File: src/rtl/valid_delay_line.sv
// Stallable, valid-tagged delay line used to match latencies between parallel arithmetic paths.
// Define DELAY_LINE_TAP_EN to add a runtime-selectable tap (tap_sel/tap_valid/tap_data).
module valid_delay_line #(
    parameter int WIDTH = 64,
    parameter int LANES = 1,
    parameter int DEPTH = 4,
    localparam int DW    = LANES * WIDTH,
    localparam int OCC_W = (DEPTH > 0) ? $clog2(DEPTH + 1) : 1,
    localparam int TAP_W = (DEPTH > 1) ? $clog2(DEPTH) : 1
) (
    input  logic             clk,
    input  logic             rst,
    input  logic             en,
    input  logic             flush,
    input  logic             in_valid,
    input  logic [DW-1:0]    in_data,
`ifdef DELAY_LINE_TAP_EN
    input  logic [TAP_W-1:0] tap_sel,
    output logic             tap_valid,
    output logic [DW-1:0]    tap_data,
`endif
    output logic             out_valid,
    output logic [DW-1:0]    out_data,
    output logic [OCC_W-1:0] occupancy
);

    if (DEPTH < 1) begin : g_bad_depth
        $error("valid_delay_line: DEPTH must be at least 1");
    end
    if (WIDTH < 1 || LANES < 1) begin : g_bad_shape
        $error("valid_delay_line: WIDTH and LANES must be at least 1");
    end

    logic [DEPTH-1:0]         r_valid;
    logic [DEPTH-1:0][DW-1:0] r_data;
    logic [OCC_W-1:0]         r_occ;

    // Occupancy is tracked incrementally so it never needs a popcount tree.
    always_ff @(posedge clk or posedge rst) begin
        if (rst) begin
            r_valid <= '0;
            r_data  <= '0;
            r_occ   <= '0;
        end else if (flush) begin
            r_valid <= '0;
            r_occ   <= '0;
        end else if (en) begin
            r_valid[0] <= in_valid;
            r_data[0]  <= in_valid ? in_data : '0;
            for (int s = 1; s < DEPTH; s++) begin
                r_valid[s] <= r_valid[s-1];
                r_data[s]  <= r_data[s-1];
            end
            r_occ <= r_occ + OCC_W'(in_valid) - OCC_W'(r_valid[DEPTH-1]);
        end
    end

    assign out_valid = r_valid[DEPTH-1];
    assign out_data  = r_valid[DEPTH-1] ? r_data[DEPTH-1] : '0;
    assign occupancy = r_occ;

`ifdef DELAY_LINE_TAP_EN
    logic          w_tap_valid;
    logic [DW-1:0] w_tap_data;

    // Out-of-range selects match no stage and therefore read as empty.
    always_comb begin
        w_tap_valid = 1'b0;
        w_tap_data  = '0;
        for (int s = 0; s < DEPTH; s++) begin
            if (int'(tap_sel) == s) begin
                w_tap_valid = r_valid[s];
                w_tap_data  = r_data[s];
            end
        end
    end

    assign tap_valid = w_tap_valid;
    assign tap_data  = w_tap_valid ? w_tap_data : '0;
`endif

endmodule
File: config.mk
export PLATFORM = sky130hd
export DESIGN_NAME = valid_delay_line
export DESIGN_NICKNAME = d
export VERILOG_FILES = /design/src/rtl/valid_delay_line.sv
export SDC_FILE = /design/constraint.sdc
export NUM_CORES = 1
export LEC_CHECK = 0
export BUFFER_PORTS_ARGS = -buffer_cell sky130_fd_sc_hd__buf_2
export CAP_MARGIN = 25
export CORE_MARGIN = 1.5
export CORE_UTILIZATION = 50
export DETAILED_ROUTE_END_ITERATION = 8
export GPL_TIMING_DRIVEN = 0
export PLACE_DENSITY = 0.7
export SYNTH_ARGS = -nofsm -noshare
export SYNTH_HDL_FRONTEND = slang
export SYNTH_SLANG_ARGS = --single-unit
File: constraint.sdc
create_clock -name clk -period 11.9 [get_ports clk]
set_clock_uncertainty 0.2 [all_clocks]
set_input_delay 2.38 -clock clk [delete_from_list [all_inputs] [get_ports clk]]
set_output_delay 2.38 -clock clk [all_outputs]
set_load 0.1 [all_outputs]
=== After elaboration in Yosys (flattened, before gate mapping) ===
Index checks and enable logic that the tools add are counted.

* Register bits: 263
* Bits in latches: 0
* RAM bits: 0
* ROM bits: 0
* Input bits: 69
* Output and inout bits: 68
* Memories: 0

* Add/subtract/negate cells: 2
* Multiply operators: 0
* Div/mod/pow operators: 0
* Magnitude comparators: 0
* Equal/unequal tests: 0
* Shift-type cells: 0
* Mux-type cells: 6
* Bitwise logic cells: 1
* Reductions and logical operators: 2

{| class="wikitable"
|+ Operators with widths
! kind !! number
|-
| $mux W64 || 2
|-
| $mux W4 || 2
|-
| $mux W3 || 2
|-
| $add A3 B1 Y3 || 1
|-
| $sub A3 B1 Y3 || 1
|-
| $reduce_and A2 Y1 || 1
|-
| $reduce_bool A2 Y1 || 1
|-
| $not A1 Y1 || 1
|}

=== Longest topological paths before layout ===
* Depth after elaboration: 4
* Mapped depth: 9

=== Least setup slack after synthesis ===
OpenSTA, ideal clock, no wires.

* Path kind: register to output
* Start point: register r_valid[3]
* End point: output port out_data[12]
* Arrival time: 2.220 ns
* Required time: 9.320 ns
* Setup slack: 7.100 ns
* Cell stages (with the launch flop): 4
* Cell sequence: dfrtp_1 -> clkbuf_1 -> clkbuf_1 -> and2_1

* Longest elaborated chain between the ends: 1

{| class="wikitable"
|+ RTL lines
! element !! RTL line !! RTL
|-
| start, declared || 34 || <nowiki>logic [DEPTH-1:0] r_valid;</nowiki>
|-
| start signal, assigned by index || 51 || <nowiki>r_valid[s] <= r_valid[s-1];</nowiki>
|-
| $mux W64 || 59 || <nowiki>assign out_data = r_valid[DEPTH-1] ? r_data[DEPTH-1] : '0;</nowiki>
|-
| end, declared || 23 || <nowiki>output logic [DW-1:0] out_data,</nowiki>
|}

Every way passes these cells.

=== Worst setup path after layout ===
* Start point: register r_valid[3]
* End point: output port out_data[32]

Same word-level chain as after synthesis.

==> results list <==
* Top post-synthesis cells by area: sky130_fd_sc_hd__dfrtp_1 60%, sky130_fd_sc_hd__mux2_4 16%, sky130_fd_sc_hd__mux2_2 7.4%
- The die is 151 um wide.
* Slack of the worst reg-to-reg path: between 9000 and 10000 ps
- Measured in cells, the most critical reg-to-reg path has a length of 8.
- Using the TritonRoute via totals, the vias-per-cell ratio works out to just under 5.
* Switching power share of the total: 0.227
* # port buffers: ~130
- Standard cell with the maximum stage delay on the critical path: sky130_fd_sc_hd__clkbuf_1
- The tightest min-delay check is of the reg -> reg type.
* DR vias: about 6000
- Along the worst hold path, the cell count comes to 2.
* Main combinational cell family by area after synthesis: multiplexers
- Sw power: roughly 530 uW
- VDD sags by at most 0.0920 mV.
- Dividing the final minimum period by the clock period gives 0.425.
* Critical path class: reg -> out
- Of the total power, the clock network draws 0.381.
- Post-route worst hold slack: about 280 ps
- Buffers added to address setup during post-CTS repair amount to 0.
- Arr. time, crit path: about 2500 ps
* Average wire per cell in the routed design: about 16 um
- For this run, the top clock speed supported by timing is between 150 and 200 MHz.
* Total of endpoints with negative setup slack in the final report: 0
- After technology mapping, the gate count stands at 788.
* Leakage power figure: 6.83 nW
- Average cell area after synthesis: 13.9 um^2
- Antenna violation net count after detailed routing: 0
- Area share of the largest cell type after synthesis: 0.602
- For the pin with the worst max-slew slack, the measured transition is between 800 and 900 ps.
- DP HPWL: ~14000 um
* Clock edge transition at the registers on the reported setup and hold paths: around 60 ps
* CTS sink count: approximately 260
- Detailed-route DRC error count: 0
- Power spread over the standard cell area amounts to approximately 180 nW/um^2.
* Clock latency reported for the late side of the worst-skew pair: between 500 and 600 ps
- In the final timing run, aggregate negative setup slack is 0 ps.
* Initial Util: 0.515
- Non-Filler Cell Area, Final: between 10000 and 15000 um^2
* Number of inserted diodes: 0
* Utilization after layout: 0.610
- Counting distinct cell types in the post-synthesis netlist gives 20.
- TritonCTS built the clock tree.
- Counting flops with a built-in enable in the synthesized netlist gives 0.
- The die is 151 um tall.
- During synthesis, Yosys emitted a total of 0 warnings.
- Internal power: between 1.5 and 2 mW
* Total of hold buffers inserted after clock tree synthesis: 0
- Of the total synthesized cell area, the portion taken by AND, OR, NAND and NOR gates is 0.0849.
* XOR/XNOR share of the synthesized area: 0.000802
- Crit-path cells: clkbuf_1, clkbuf_1, and2_1, buf_2
- For hold timing, the worst endpoint is r_data[34]$_DFFE_PP0P_.
- The region available for standard cell placement spans between 20000 and 25000 um^2.
* Cells resized by post-CTS repair: 0
* Synthesized net count: 860
- Startpoint of the worst register-to-register path: r_valid[3]$_DFFE_PP0P_
- The synthesized netlist occupies a cell area of between 10000 and 15000 um^2.
- Setup repair after global routing missed its margin: false
- Startpoint type of the worst setup path: flop
- No sink is reached through more buffers than the 3 on the longest clock path.
- Vias in the first global route: around 6300
- The final number of hold-violating endpoints was 0.
- Leftover overflow at the end of global routing: 0
- Minimum clock period after layout: 5050 ps
- Total Routed Length: about 20000 um
- Placed cell areas: between 10000 and 15000 um^2
* Pin count of the biggest net entering global routing: between 100 and 150
* # IOs: roughly 140
- sky130_fd_sc_hd__dfrtp_1 is the most common cell in the netlist.
- In this run the clock root is driven by a sky130_fd_sc_hd__clkbuf_16.
* Launching instance or port of the critical path: r_valid[3]$_DFFE_PP0P_
- Global router's overall resource usage: 0.180
- Count of state elements after synthesis: approximately 260
- The congestion estimate from routability-driven global placement came to ~0.77.
* Worst r2r dst: occupancy[2]$_DFFE_PP0P_
- Compared with the post-synthesis result, the final layout area differs by 18.5%.
- Combinational share of power: 0.128
* Post-synthesis compound-gate area fraction: 0.0306
- The flow ran to the end, and the final reports show no timing, DRC or antenna violations.
- Fin nets: 1024
- Critical Path Max Stage Delay: around 500 ps
* Remaining max-slew budget at the tightest pin: 0.409
- Ranking of synthesized cells by instance count: 263 x sky130_fd_sc_hd__dfrtp_1, 128 x sky130_fd_sc_hd__nand2_1, 120 x sky130_fd_sc_hd__mux2_4
* Proportion of synthesized area in mux cells: 0.245
* Largest fanout on the critical path: 10
- The worst hold path begins at r_data[34]$_DFFE_PP0P_.
* CP dominant cell by count: sky130_fd_sc_hd__clkbuf_1
* Seq/Total Area, Yosys: 0.602
- Pre-antenna DRT Iters: 5
* Crit path setup slack, layout: 6850 ps
- Portion of total power attributed to sequential cells: 0.491
- STA puts the critical path data required time at approximately 9300 ps.
- Number of buffers created by CTS: 27
- The max-slew violation count came to 0.
* Post-place setup slack: 7310 ps
* Flip-flop cell with the highest count after synthesis: sky130_fd_sc_hd__dfrtp_1
- CTS HTree Levels: 1
- Max_cap viols: 0
- Number of instances in the placed design: ~1200
- Proportion of synthesized flip-flops having asynchronous set or reset: 1.00
- After the first detailed-routing iteration, the DRC count stood at around 240.
* Die area: 22700 um^2
- Of the cells placed in the final design, the portion with a size suffix greater than 1 is 0.418.
- The first global-routing pass estimated 32200 um of wire.
- STA classifies the critical path endpoint as an output port.
- Adder and majority cell fraction of the synthesized area: 0.00412
- Non-filler cells in the finished layout: about 1200
- The number of antenna violations at the first check in global routing came to 0.
- The biggest area contributor in the post-synthesis netlist is sky130_fd_sc_hd__dfrtp_1.
- The initialized floorplan defines 53 standard-cell rows.
* Overall power of the completed layout: ~2.3 mW
## sequential cells by signal (all words and copies together) (netlist names)
register and count:
occupancy 3, r_data 256, r_valid 4
## worst max path at each step
stage          slack (ps)                        to
2_1_floorplan        2080  occupancy[0]$_DFFE_PP0P_
3_3_place_gp         -390   r_data[213]$_DFFE_PP0P_
3_5_place_dp         7310              out_data[38]
4_1_cts              6740              out_data[38]
5_1_grt              6670              out_data[50]
6_report             6850              out_data[32]
## power by group through the flow
stage / sequential (mW) / clock (mW) / combinational (mW)
2_1_floorplan: 1.14 / 0 / 0.253
3_3_place_gp: 1.16 / 0 / 0.291
3_5_place_dp: 1.17 / 0 / 0.305
4_1_cts: 1.15 / 0.914 / 0.306
5_1_grt: 1.17 / 0.946 / 0.330
6_report: 1.15 / 0.893 / 0.301
## worst max-delay path, delay by kind of cell (launching register included)
| family | cells | cell delay (ps) |
|---|---|---|
| DFF | 1 | 440 |
| and+or+nand+nor | 1 | 220 |
| buffers and inverters | 3 | 1290 |
## cells by family (layout without fill, tap and decap cells)
logic type | Yosys count | in the layout
xor+xnor | 1 | 1
compound gates | 66 | 66
simple gates | 201 | 201
fa+ha+maj | 3 | 3
buf+inv | 56 | 239
flops | 263 | 263
mux | 198 | 198
## final cells by class
class,instances,area [um^2]
Multi-Input combinational cell,469,3990
Sequential cell,263,6580
Timing Repair Buffer,135,698
Buffer,51,339
Clock buffer,39,811
Clock inverter,9,156
Fill cell,1653,8280
Tap cell,275,344
Inverter,5,26.3
## per-layer routing
metal  vias up  global-route usage  share of wire
met1      2892               0.243           0.45
met3        39              0.0229          0.035
met4         0              0.0650          0.030
li1       2984                   -              -
met2       119               0.301           0.48
met5         -                   0              0
## placed cells by master, fill, tap and decap left out, drive strengths merged
| master | instances |
|---|---|
| dfrtp | 263 |
| mux2 | 192 |
| buf | 166 |
| nand2 | 128 |
| o21ai | 64 |
| and2 | 64 |
| clkbuf | 59 |
| nor2 | 7 |
| mux2i | 6 |
| inv | 5 |
| clkinv | 5 |
| bufinv | 4 |
| ha | 2 |
| nand2b | 2 |
| xor2 | 1 |
| a21oi | 1 |
| a31o | 1 |
| fa | 1 |
No activity file was read; power rests on OpenSTA's default activity.
